==> config.mk <==
export PLATFORM = sky130hd
export DESIGN_NAME = p3_execute_writeback
export DESIGN_NICKNAME = d
export VERILOG_FILES = /design/src/rtl/simple_pkg.sv /design/src/rtl/simple_alu.sv /design/src/rtl/p3_execute_writeback.sv
export SDC_FILE = /design/constraint.sdc
export NUM_CORES = 1
export LEC_CHECK = 0
export BUFFER_PORTS_ARGS = -buffer_cell sky130_fd_sc_hd__buf_2
export CORE_MARGIN = 1.5
export CORE_UTILIZATION = 42
export CTS_BUF_LIST = sky130_fd_sc_hd__clkbuf_2
export DETAILED_ROUTE_END_ITERATION = 8
export PLACE_DENSITY = 0.71
export SLEW_MARGIN = 10
export SYNTH_ARGS = -nofsm -noshare
export SYNTH_HDL_FRONTEND = slang
export SYNTH_HIERARCHICAL = 1
export SYNTH_SLANG_ARGS = --single-unit
==> constraint.sdc <==
create_clock -name clock -period 5.2 [get_ports clock]
set_clock_uncertainty 0.1 [all_clocks]
set_input_delay 0.78 -clock clock [delete_from_list [all_inputs] [get_ports clock]]
set_output_delay 0.78 -clock clock [all_outputs]
set_load 0.005 [all_outputs]
==> src/rtl/simple_pkg.sv <==
// Shared encodings for the SIMPLE 16-bit pipeline execute/write-back stage.
package simple_pkg;

  // ALU opcodes
  localparam logic [3:0] OP_ADD = 4'd0;
  localparam logic [3:0] OP_SUB = 4'd1;
  localparam logic [3:0] OP_AND = 4'd2;
  localparam logic [3:0] OP_OR  = 4'd3;
  localparam logic [3:0] OP_XOR = 4'd4;
  localparam logic [3:0] OP_CMP = 4'd5;
  localparam logic [3:0] OP_MOV = 4'd6;
  localparam logic [3:0] OP_SLL = 4'd8;
  localparam logic [3:0] OP_SLR = 4'd9;
  localparam logic [3:0] OP_SRL = 4'd10;
  localparam logic [3:0] OP_SRA = 4'd11;
  localparam logic [3:0] OP_OUT = 4'd13;

  // Branch conditions
  localparam logic [2:0] COND_BE  = 3'd0;
  localparam logic [2:0] COND_BLT = 3'd1;
  localparam logic [2:0] COND_BLE = 3'd2;
  localparam logic [2:0] COND_BNE = 3'd3;
  localparam logic [2:0] COND_AL  = 3'd4;

  // Memory access kinds
  localparam logic [1:0] MW_NONE  = 2'b00;
  localparam logic [1:0] MW_LOAD  = 2'b01;
  localparam logic [1:0] MW_STORE = 2'b10;

  // Execute/write-back FSM states
  localparam logic [2:0] ST_IDLE   = 3'd0;
  localparam logic [2:0] ST_EXEC   = 3'd1;
  localparam logic [2:0] ST_MEM    = 3'd2;
  localparam logic [2:0] ST_WB     = 3'd3;
  localparam logic [2:0] ST_HALTED = 3'd4;

  // Bit positions inside the {S,Z,C,V} flag vector
  localparam int FLAG_S = 3;
  localparam int FLAG_Z = 2;
  localparam int FLAG_C = 1;
  localparam int FLAG_V = 0;

  // Arithmetic, logic and shift ops update flags; MOV/OUT do not.
  function automatic logic op_sets_flags(input logic [3:0] op);
    return (op <= OP_CMP) || ((op >= OP_SLL) && (op <= OP_SRA));
  endfunction

endpackage

==> src/rtl/simple_alu.sv <==
// Combinational ALU: 16-bit result plus S/Z/C/V flags.
module simple_alu
  import simple_pkg::*;
(
  input  logic [3:0]  op,
  input  logic [15:0] a,
  input  logic [15:0] b,
  output logic [15:0] result,
  output logic [3:0]  flags
);

  logic [16:0] wide;
  logic [3:0]  amt;
  logic [3:0]  lidx;
  logic [3:0]  ridx;
  logic [4:0]  rot_sh;
  logic        c;
  logic        v;

  // Shift amount and the index of the last bit shifted out each way.
  assign amt    = b[3:0];
  assign rot_sh = 5'd16 - {1'b0, amt};
  assign lidx   = rot_sh[3:0];
  assign ridx   = amt - 4'd1;

  // Result and carry/overflow selection by opcode.
  always_comb begin
    wide   = '0;
    result = '0;
    c      = 1'b0;
    v      = 1'b0;
    case (op)
      OP_ADD: begin
        wide   = {1'b0, a} + {1'b0, b};
        result = wide[15:0];
        c      = wide[16];
        v      = (a[15] == b[15]) && (result[15] != a[15]);
      end
      OP_SUB, OP_CMP: begin
        // bit 16 of the 17-bit difference is the borrow
        wide   = {1'b0, a} - {1'b0, b};
        result = wide[15:0];
        c      = wide[16];
        v      = (a[15] != b[15]) && (result[15] != a[15]);
      end
      OP_AND: result = a & b;
      OP_OR:  result = a | b;
      OP_XOR: result = a ^ b;
      OP_MOV, OP_OUT: result = a;
      OP_SLL: begin
        result = a << amt;
        c      = (amt != 4'd0) && a[lidx];
      end
      OP_SLR: begin
        // rotate left; a shift by 16 on the right leg yields zero for amt=0
        result = (a << amt) | (a >> rot_sh);
        c      = (amt != 4'd0) && a[lidx];
      end
      OP_SRL: begin
        result = a >> amt;
        c      = (amt != 4'd0) && a[ridx];
      end
      OP_SRA: begin
        result = $signed(a) >>> amt;
        c      = (amt != 4'd0) && a[ridx];
      end
      default: result = '0;
    endcase
  end

  // Pack the flag vector.
  always_comb begin
    flags         = '0;
    flags[FLAG_S] = result[15];
    flags[FLAG_Z] = (result == 16'd0);
    flags[FLAG_C] = c;
    flags[FLAG_V] = v;
  end

endmodule

==> src/rtl/p3_execute_writeback.sv <==
// Execute and write-back stage: ALU, flags, branch resolution, req/ack
// memory access and register-file write-back.
// Handshake: a bundle transfers on a clock edge where in_valid and
// in_ready are both 1; in_ready is 1 only while the FSM is IDLE, and the
// bundle is held internally until the instruction retires.
module p3_execute_writeback
  import simple_pkg::*;
#(
  parameter int MEM_TIMEOUT = 255
) (
  input  logic        clock,
  input  logic        reset,
  input  logic        in_valid,
  output logic        in_ready,
  input  logic [15:0] alu1,
  input  logic [15:0] alu2,
  input  logic [3:0]  opcode,
  input  logic        writereg,
  input  logic [1:0]  memwrite,
  input  logic [2:0]  regaddress,
  input  logic [15:0] address,
  input  logic [15:0] storedata,
  input  logic        isbranch,
  input  logic [2:0]  cond,
  input  logic [15:0] pc,
  input  logic        halt,
  output logic        mem_req,
  output logic        mem_we,
  output logic [15:0] mem_addr,
  output logic [15:0] mem_wdata,
  input  logic [15:0] mem_rdata,
  input  logic        mem_ack,
  output logic        writeflag,
  output logic [2:0]  writetarget,
  output logic [15:0] writeval,
  output logic        branch_taken,
  output logic [15:0] branch_target,
  output logic [3:0]  flags,
  output logic        out_valid,
  output logic [15:0] outport,
  output logic        mem_error,
  output logic        halted,
  output logic [2:0]  dbg_state
);

  localparam logic [7:0] TMO_LAST = 8'(MEM_TIMEOUT - 1);

  logic [2:0]  state;
  logic [3:0]  op_q;
  logic [15:0] a1_q, a2_q, addr_q, sd_q, pc_q;
  logic        wr_q, br_q, abort_q;
  logic [1:0]  mw_q;
  logic [2:0]  rd_q, cond_q;
  logic [15:0] res_q, ld_q, outport_q;
  logic [3:0]  flags_q;
  logic [7:0]  tmr_q;
  logic        mem_error_q;

  logic [15:0] alu_res;
  logic [3:0]  alu_flags;
  logic        accept;
  logic        cond_hit;

  simple_alu u_alu (
    .op     (op_q),
    .a      (a1_q),
    .b      (a2_q),
    .result (alu_res),
    .flags  (alu_flags)
  );

  assign accept = in_valid && (state == ST_IDLE);

  // Main FSM plus the captured bundle and execution results.
  always_ff @(posedge clock or negedge reset) begin
    if (!reset) begin
      state       <= ST_IDLE;
      op_q        <= '0;
      a1_q        <= '0;
      a2_q        <= '0;
      addr_q      <= '0;
      sd_q        <= '0;
      pc_q        <= '0;
      wr_q        <= 1'b0;
      br_q        <= 1'b0;
      abort_q     <= 1'b0;
      mw_q        <= MW_NONE;
      rd_q        <= '0;
      cond_q      <= '0;
      res_q       <= '0;
      ld_q        <= '0;
      outport_q   <= '0;
      flags_q     <= '0;
      tmr_q       <= '0;
      mem_error_q <= 1'b0;
    end else begin
      case (state)
        ST_IDLE: begin
          if (accept) begin
            op_q    <= opcode;
            a1_q    <= alu1;
            a2_q    <= alu2;
            addr_q  <= address;
            sd_q    <= storedata;
            pc_q    <= pc;
            wr_q    <= writereg;
            br_q    <= isbranch;
            mw_q    <= memwrite;
            rd_q    <= regaddress;
            cond_q  <= cond;
            abort_q <= 1'b0;
            // outport changes on the same edge that starts EXEC so it is
            // already valid while out_valid pulses
            if (!halt && opcode == OP_OUT && !isbranch && memwrite == MW_NONE)
              outport_q <= alu1;
            state <= halt ? ST_HALTED : ST_EXEC;
          end
        end
        ST_EXEC: begin
          res_q <= alu_res;
          if (!br_q && mw_q == MW_NONE && op_sets_flags(op_q))
            flags_q <= alu_flags;
          if (br_q) begin
            state <= ST_WB;
          end else if (mw_q != MW_NONE) begin
            tmr_q <= '0;
            state <= ST_MEM;
          end else begin
            state <= ST_WB;
          end
        end
        ST_MEM: begin
          if (mem_ack) begin
            if (mw_q == MW_LOAD) ld_q <= mem_rdata;
            state <= ST_WB;
          end else if (tmr_q == TMO_LAST) begin
            abort_q     <= 1'b1;
            mem_error_q <= 1'b1;
            state       <= ST_WB;
          end else begin
            tmr_q <= tmr_q + 8'd1;
          end
        end
        ST_WB:     state <= ST_IDLE;
        ST_HALTED: state <= ST_HALTED;
        default:   state <= ST_IDLE;
      endcase
    end
  end

  // Branch condition on the flags held before this instruction.
  always_comb begin
    cond_hit = 1'b0;
    case (cond_q)
      COND_BE:  cond_hit = flags_q[FLAG_Z];
      COND_BLT: cond_hit = flags_q[FLAG_S] ^ flags_q[FLAG_V];
      COND_BLE: cond_hit = flags_q[FLAG_Z] | (flags_q[FLAG_S] ^ flags_q[FLAG_V]);
      COND_BNE: cond_hit = !flags_q[FLAG_Z];
      COND_AL:  cond_hit = 1'b1;
      default:  cond_hit = 1'b0;
    endcase
  end

  // Strobes are decoded from state so an async reset drops them at once.
  always_comb begin
    in_ready      = (state == ST_IDLE);
    mem_req       = (state == ST_MEM);
    mem_we        = (mw_q == MW_STORE);
    mem_addr      = addr_q;
    mem_wdata     = sd_q;
    writeflag     = (state == ST_WB) && wr_q && !abort_q && (op_q != OP_CMP);
    writetarget   = rd_q;
    writeval      = (mw_q == MW_LOAD) ? ld_q : res_q;
    branch_taken  = (state == ST_EXEC) && br_q && cond_hit;
    branch_target = pc_q + addr_q;
    flags         = flags_q;
    out_valid     = (state == ST_EXEC) && (op_q == OP_OUT) && !br_q && (mw_q == MW_NONE);
    outport       = outport_q;
    mem_error     = mem_error_q;
    halted        = (state == ST_HALTED);
    dbg_state     = state;
  end

endmodule

* Word-level counts from Yosys, hierarchy flattened
Index checks and enable logic that the tools add are counted. W data, S select, Z words.
Operators by class: add/sub/neg operators 6, magnitude comparators 5, equality and inequality tests 35, shift operators 4, mux-type cells 25, bitwise operators 7, reductions and logical operators 47
Operators by type and width (count):
- $pmux W16 S10 | 1
- $mux W8 | 4
- $or A16 B16 Y16 | 2
- $eq A4 B4 Y1 const B | 6
- $logic_and A1 B1 Y1 | 19
- $add A16 B16 Y17 | 1
- $sub A16 B16 Y17 | 1
- $add A16 B16 Y16 | 1
- $and A16 B16 Y16 | 1
- $logic_not A16 Y1 | 1
- $mux W16 | 1
- $pmux W8 S2 | 1
- $shl A16 B4 Y16 | 1
- $shr A16 B4 Y16 | 1
- $shr A16 B5 Y16 | 1
- $sshr A16 B4 Y16 | 1
- $xor A16 B16 Y16 | 1
- $eq A3 B2 Y1 const B | 4
- $eq A4 B3 Y1 const B | 3
- $mux W3 | 4
- $pmux W3 S4 | 1
- $lt A4 B5 Y1 const B | 2
- $reduce_and A3 Y1 | 3
- $add A8 B1 Y8 const B | 1
- other kinds (37) | 67
Storage, ports and cells: register bits after elaboration 159, word-level logic and storage cells 148

* Depth between registers and ports, before layout
depth in word-level cells 5, gate-level depth with buffers 17, depth with buffers taken out 14

* Hierarchy
The synthesis kept the hierarchy.
Modules (own cells, without submodules):
- p3_execute_writeback | instances 1, cells an instance 526, area each 7518.5 sq um, seq. area each 3978.8 sq um
- simple_alu | instances 1, cells an instance 710, area each 5217.5 sq um, seq. area each 0.0 sq um

* Least setup slack after synthesis
No wires, ideal clock.
path type flip-flop to flip-flop, start point register a2_q[2], end point register flags_q[0], in the netlist flags[0], arrival time 3.445 ns, setup slack 1.527 ns, stages on the path, launching flop included 17, cell sequence dfrtp_1 > buf_2 > inv_2 > buf_1 > ha_1 > clkbuf_1 > nor3_1 > o31ai_1 > a21o_1 > a2111oi_2 > o21bai_1 > a21oi_1 > nor2_1 > xnor2_1 > a31o_2 > buf_4 > mux2_1
Between the ends: cells in the longest elaborated chain, start to end 4, elaborated cells between the ends (all ways) 7, classes of those cells add/sub (2); eq/ne (2); mux (1); reduce/logical (2)
RTL lines:
- start, declared | line p3_execute_writeback.sv:50 | logic [15:0] a1_q, a2_q, addr_q, sd_q, pc_q;
- start signal, assigned | line p3_execute_writeback.sv:102 | a2_q <= alu2;
- $sub A16 B16 Y17 / $add A16 B16 Y17 (equally long branches) | line simple_alu.sv:41, simple_alu.sv:34
- $ne A1 B1 Y1, on equally long branches | line simple_alu.sv:44, simple_alu.sv:37
- $logic_and A1 B1 Y1, on equally long branches | line simple_alu.sv:44, simple_alu.sv:37
- $pmux W1 S2 * | line simple_alu.sv:32 | case (op)
- named net u_alu.v | line simple_alu.sv:18 | logic v;
- end signal, assigned | line p3_execute_writeback.sv:122 | flags_q <= alu_flags;
- end, declared | line p3_execute_writeback.sv:55 | logic [3:0] flags_q;
The timed path passes the listed nets; every way through them passes the cells marked *. A chain may end at the register's enable or synchronous reset.

* Final worst setup path
start point register addr_q[0], in the netlist mem_addr[0], end point output branch_target[14]
Between the ends: cells in the longest elaborated chain, start to end 1
RTL lines:
- start, declared | line p3_execute_writeback.sv:50
- start signal, assigned | line p3_execute_writeback.sv:103 | addr_q <= address;
- $add A16 B16 Y16 | line p3_execute_writeback.sv:175 | branch_target = pc_q + addr_q;
- end, declared | line p3_execute_writeback.sv:37 | output logic [15:0] branch_target,
No other way between the ends.

==> qor.yml <==
rsz0062_at_grt: "false"
clk_path_buf_depth: 2
hold_path.class: "in2reg"
maxClockFrequency_mhz: 232.8
initial_core_util: 0.4286
wl_um: 43550
drcViolationCount: 0
cts_tree: "yes"
min_period_over_period: 0.8261
drive_gt1_frac: 0.3298
maxCapViolCount: 0
clk_pin_slew_ps: 300
yosysTopAreaCell: "dfrtp_1"
outcome: "finished clean"
slew-limit-headroom: 0.2186
required_ps: 4320
drtIter0Drc: 1061
syn-num-nets: 1425
synthArstFlopShare: 1.000
synth-edff-count: 0
grt_overflow: 0
dr.pass1.iters: 6
synthTopCellsByArea: "dfrtp_1 (31%), mux2_4 (11%), mux2_2 (7.3%)"
cts-root-buf: "clkbuf_2"
core_sq_um: 29720
yosys_register_bits: 159
dpl.cell_count: 1781
die_w_um: 177.1
ir_drop_mv: 0.1584
clock_latency_ps: 880
synthCells: 1236
grt_max_degree: 107
via_per_inst: 6.042
fin_cells: 1908
fin_crit_ps: 4296
cts.sinks: 159
critPathLaunchType: "flip-flop"
grtUsageTotal: 0.2811
setup_ws_ps: 904.4
yosys-top-cells-count: "dfrtp_1 (159), mux2_4 (90), nor2_1 (86), mux2_2 (82), ha_1 (71)"
stdcell_area_sq_um: 15240
end_kind: "output pin"
grt_pass1_vias: 11550
synth.most_common_cell: "dfrtp_1"
yosys.area.top_type_share: 0.3124
setup_viol: 0
gp_congestion: 1.027
path_max_fanout: 4
nNetsFinal: 1692
pre_cts_ws_ps: 1260
synth_ff_type: "dfrtp_1"
power_mw: 2.121
yosysWarnings: 6
power_leakage_nw: 7.204
nFillCells: 2580
power.density_nw_per_um2: 139.2
ys_seq_area_frac: 0.3124
netlist_area_sq_um: 12740
grt_first_pass_wirelength_um: 66970
die_h_um: 177.1
antenna_found_initial: 1
placed_cell_area_sq_um: 14070
crit_type: "reg2out"
areaGrowthSynthToFinish_pct: 19.70
vias: 11530
tightest_slew_ps: 1169
post-dp-hpwl_um: 30760
routedWlPerCell_um: 22.82
cts_buffers: 17
syn_area_per_cell_sq_um: 10.30
utilization: 0.5130
synthDistinctLibCells: 85
postRouteAntennaNets: 0
cp_data_arrival_time_ps: 3420
setup-tns-final_ps: 0
rows: 63
h-tree-depth: 4
port_buffers: 212
maxSlewViolCount: 0
die_area_sq_um: 31380
io_pins: 213
final-hold-violation-count: 0
hold_slack_ps: 54.00
## power by group
part / switching (mW) / leakage, nW / internal, mW / total (mW)
logic: 0.0577 / 4.85 / 0.0808 / 0.139
clock network: 0.543 / 0.148 / 0.199 / 0.742
registers: 0.000368 / 2.21 / 1.24 / 1.24
total: 0.601 / 7.20 / 1.52 / 2.12
## cell usage in the layout (no fill, tap or decap), drive strengths merged, types with 14 or more instances in the layout
cell / count
o22ai: 17
o211ai: 15
ha: 71
clkbuf: 18
dlygate4sd3: 93
mux2: 176
xnor2: 15
mux2i: 32
a21oi: 58
nand2: 69
inv: 69
buf: 244
a211oi: 14
nor3: 24
o21ai: 61
dfrtp: 159
nand3: 21
mux4: 33
nor2b: 16
nor2: 87
## state kept, by name (all words and copies together), names as in the netlist, 4 cells and up
signal	count
a1_q	16
a2_q	16
ld_q	16
mem_addr	16
mem_wdata	16
outport	16
pc_q	16
res_q	16
tmr_q	8
flags	4
op_q	4
## timing repair
action / 4_1_cts / 5_1_grt
resized for setup: 0 / 0
buffers inserted: 0 / 0
hold buffers: 89 / 4
endpoints found under the setup margin: 0 / 0
endpoints found under the hold margin: 146 / 4
## worst max-delay path: stages (launching register included)
cell     delay, ps
dfrtp_1        480
ha_1           240
fa_1           420
a21oi_1        220
o32ai_1        190
o21a_1         250
o41ai_1        410
xnor2_1        170
buf_2          140
## worst paths after layout
path / from / end / slack [ps] / depth (start not counted)
setup / recovery: mem_addr[0] / branch_target[14] / 900 / 8
hold / removal: address[11] / mem_addr[11] / 50 / 2
setup reg to reg: a2_q[1] / flags[2] / 1140 / 11
hold reg to reg: mem_error / mem_error / 410 / 1
max in group asynchronous: reset / outport[9] / 3710 / 3
min in group asynchronous: reset / tmr_q[5] / 280 / 2
## area by class of cell
class	instances	area (sq um)	area share
diodes	2	5.005	0.0003283
repair buffers	337	2263	0.1485
clock buffers	18	90.09	0.005909
well taps	390	488.0	0.03201
inverters	61	229.0	0.01502
flip-flops and latches	159	3981	0.2612
clock inverters	14	148.9	0.009767
multi-input cells	927	8039	0.5273
## cell families (layout without fill, tap and decap cells)
family,Yosys count,after routing,synth area share
and+or+nand+nor,295,295,0.1179
AOI/OAI and AO/OA,293,293,0.1557
muxes,241,241,0.2659
DFF,159,159,0.3124
buffers and inverters,150,430,0.05708
adders and majority gates,74,74,0.07447
xor gates and xnor gates,24,24,0.01651
other,0,2,0
## layer usage
layer | vias to the layer above | part of all wire | track usage
met5 | - | 0 | 0
met4 | 0 | 0.042 | 0.1388
met3 | 115 | 0.087 | 0.05606
met2 | 682 | 0.47 | 0.4486
met1 | 5585 | 0.40 | 0.3625
li1 | 5146 | - | -
(Power assumes the default switching activity.)
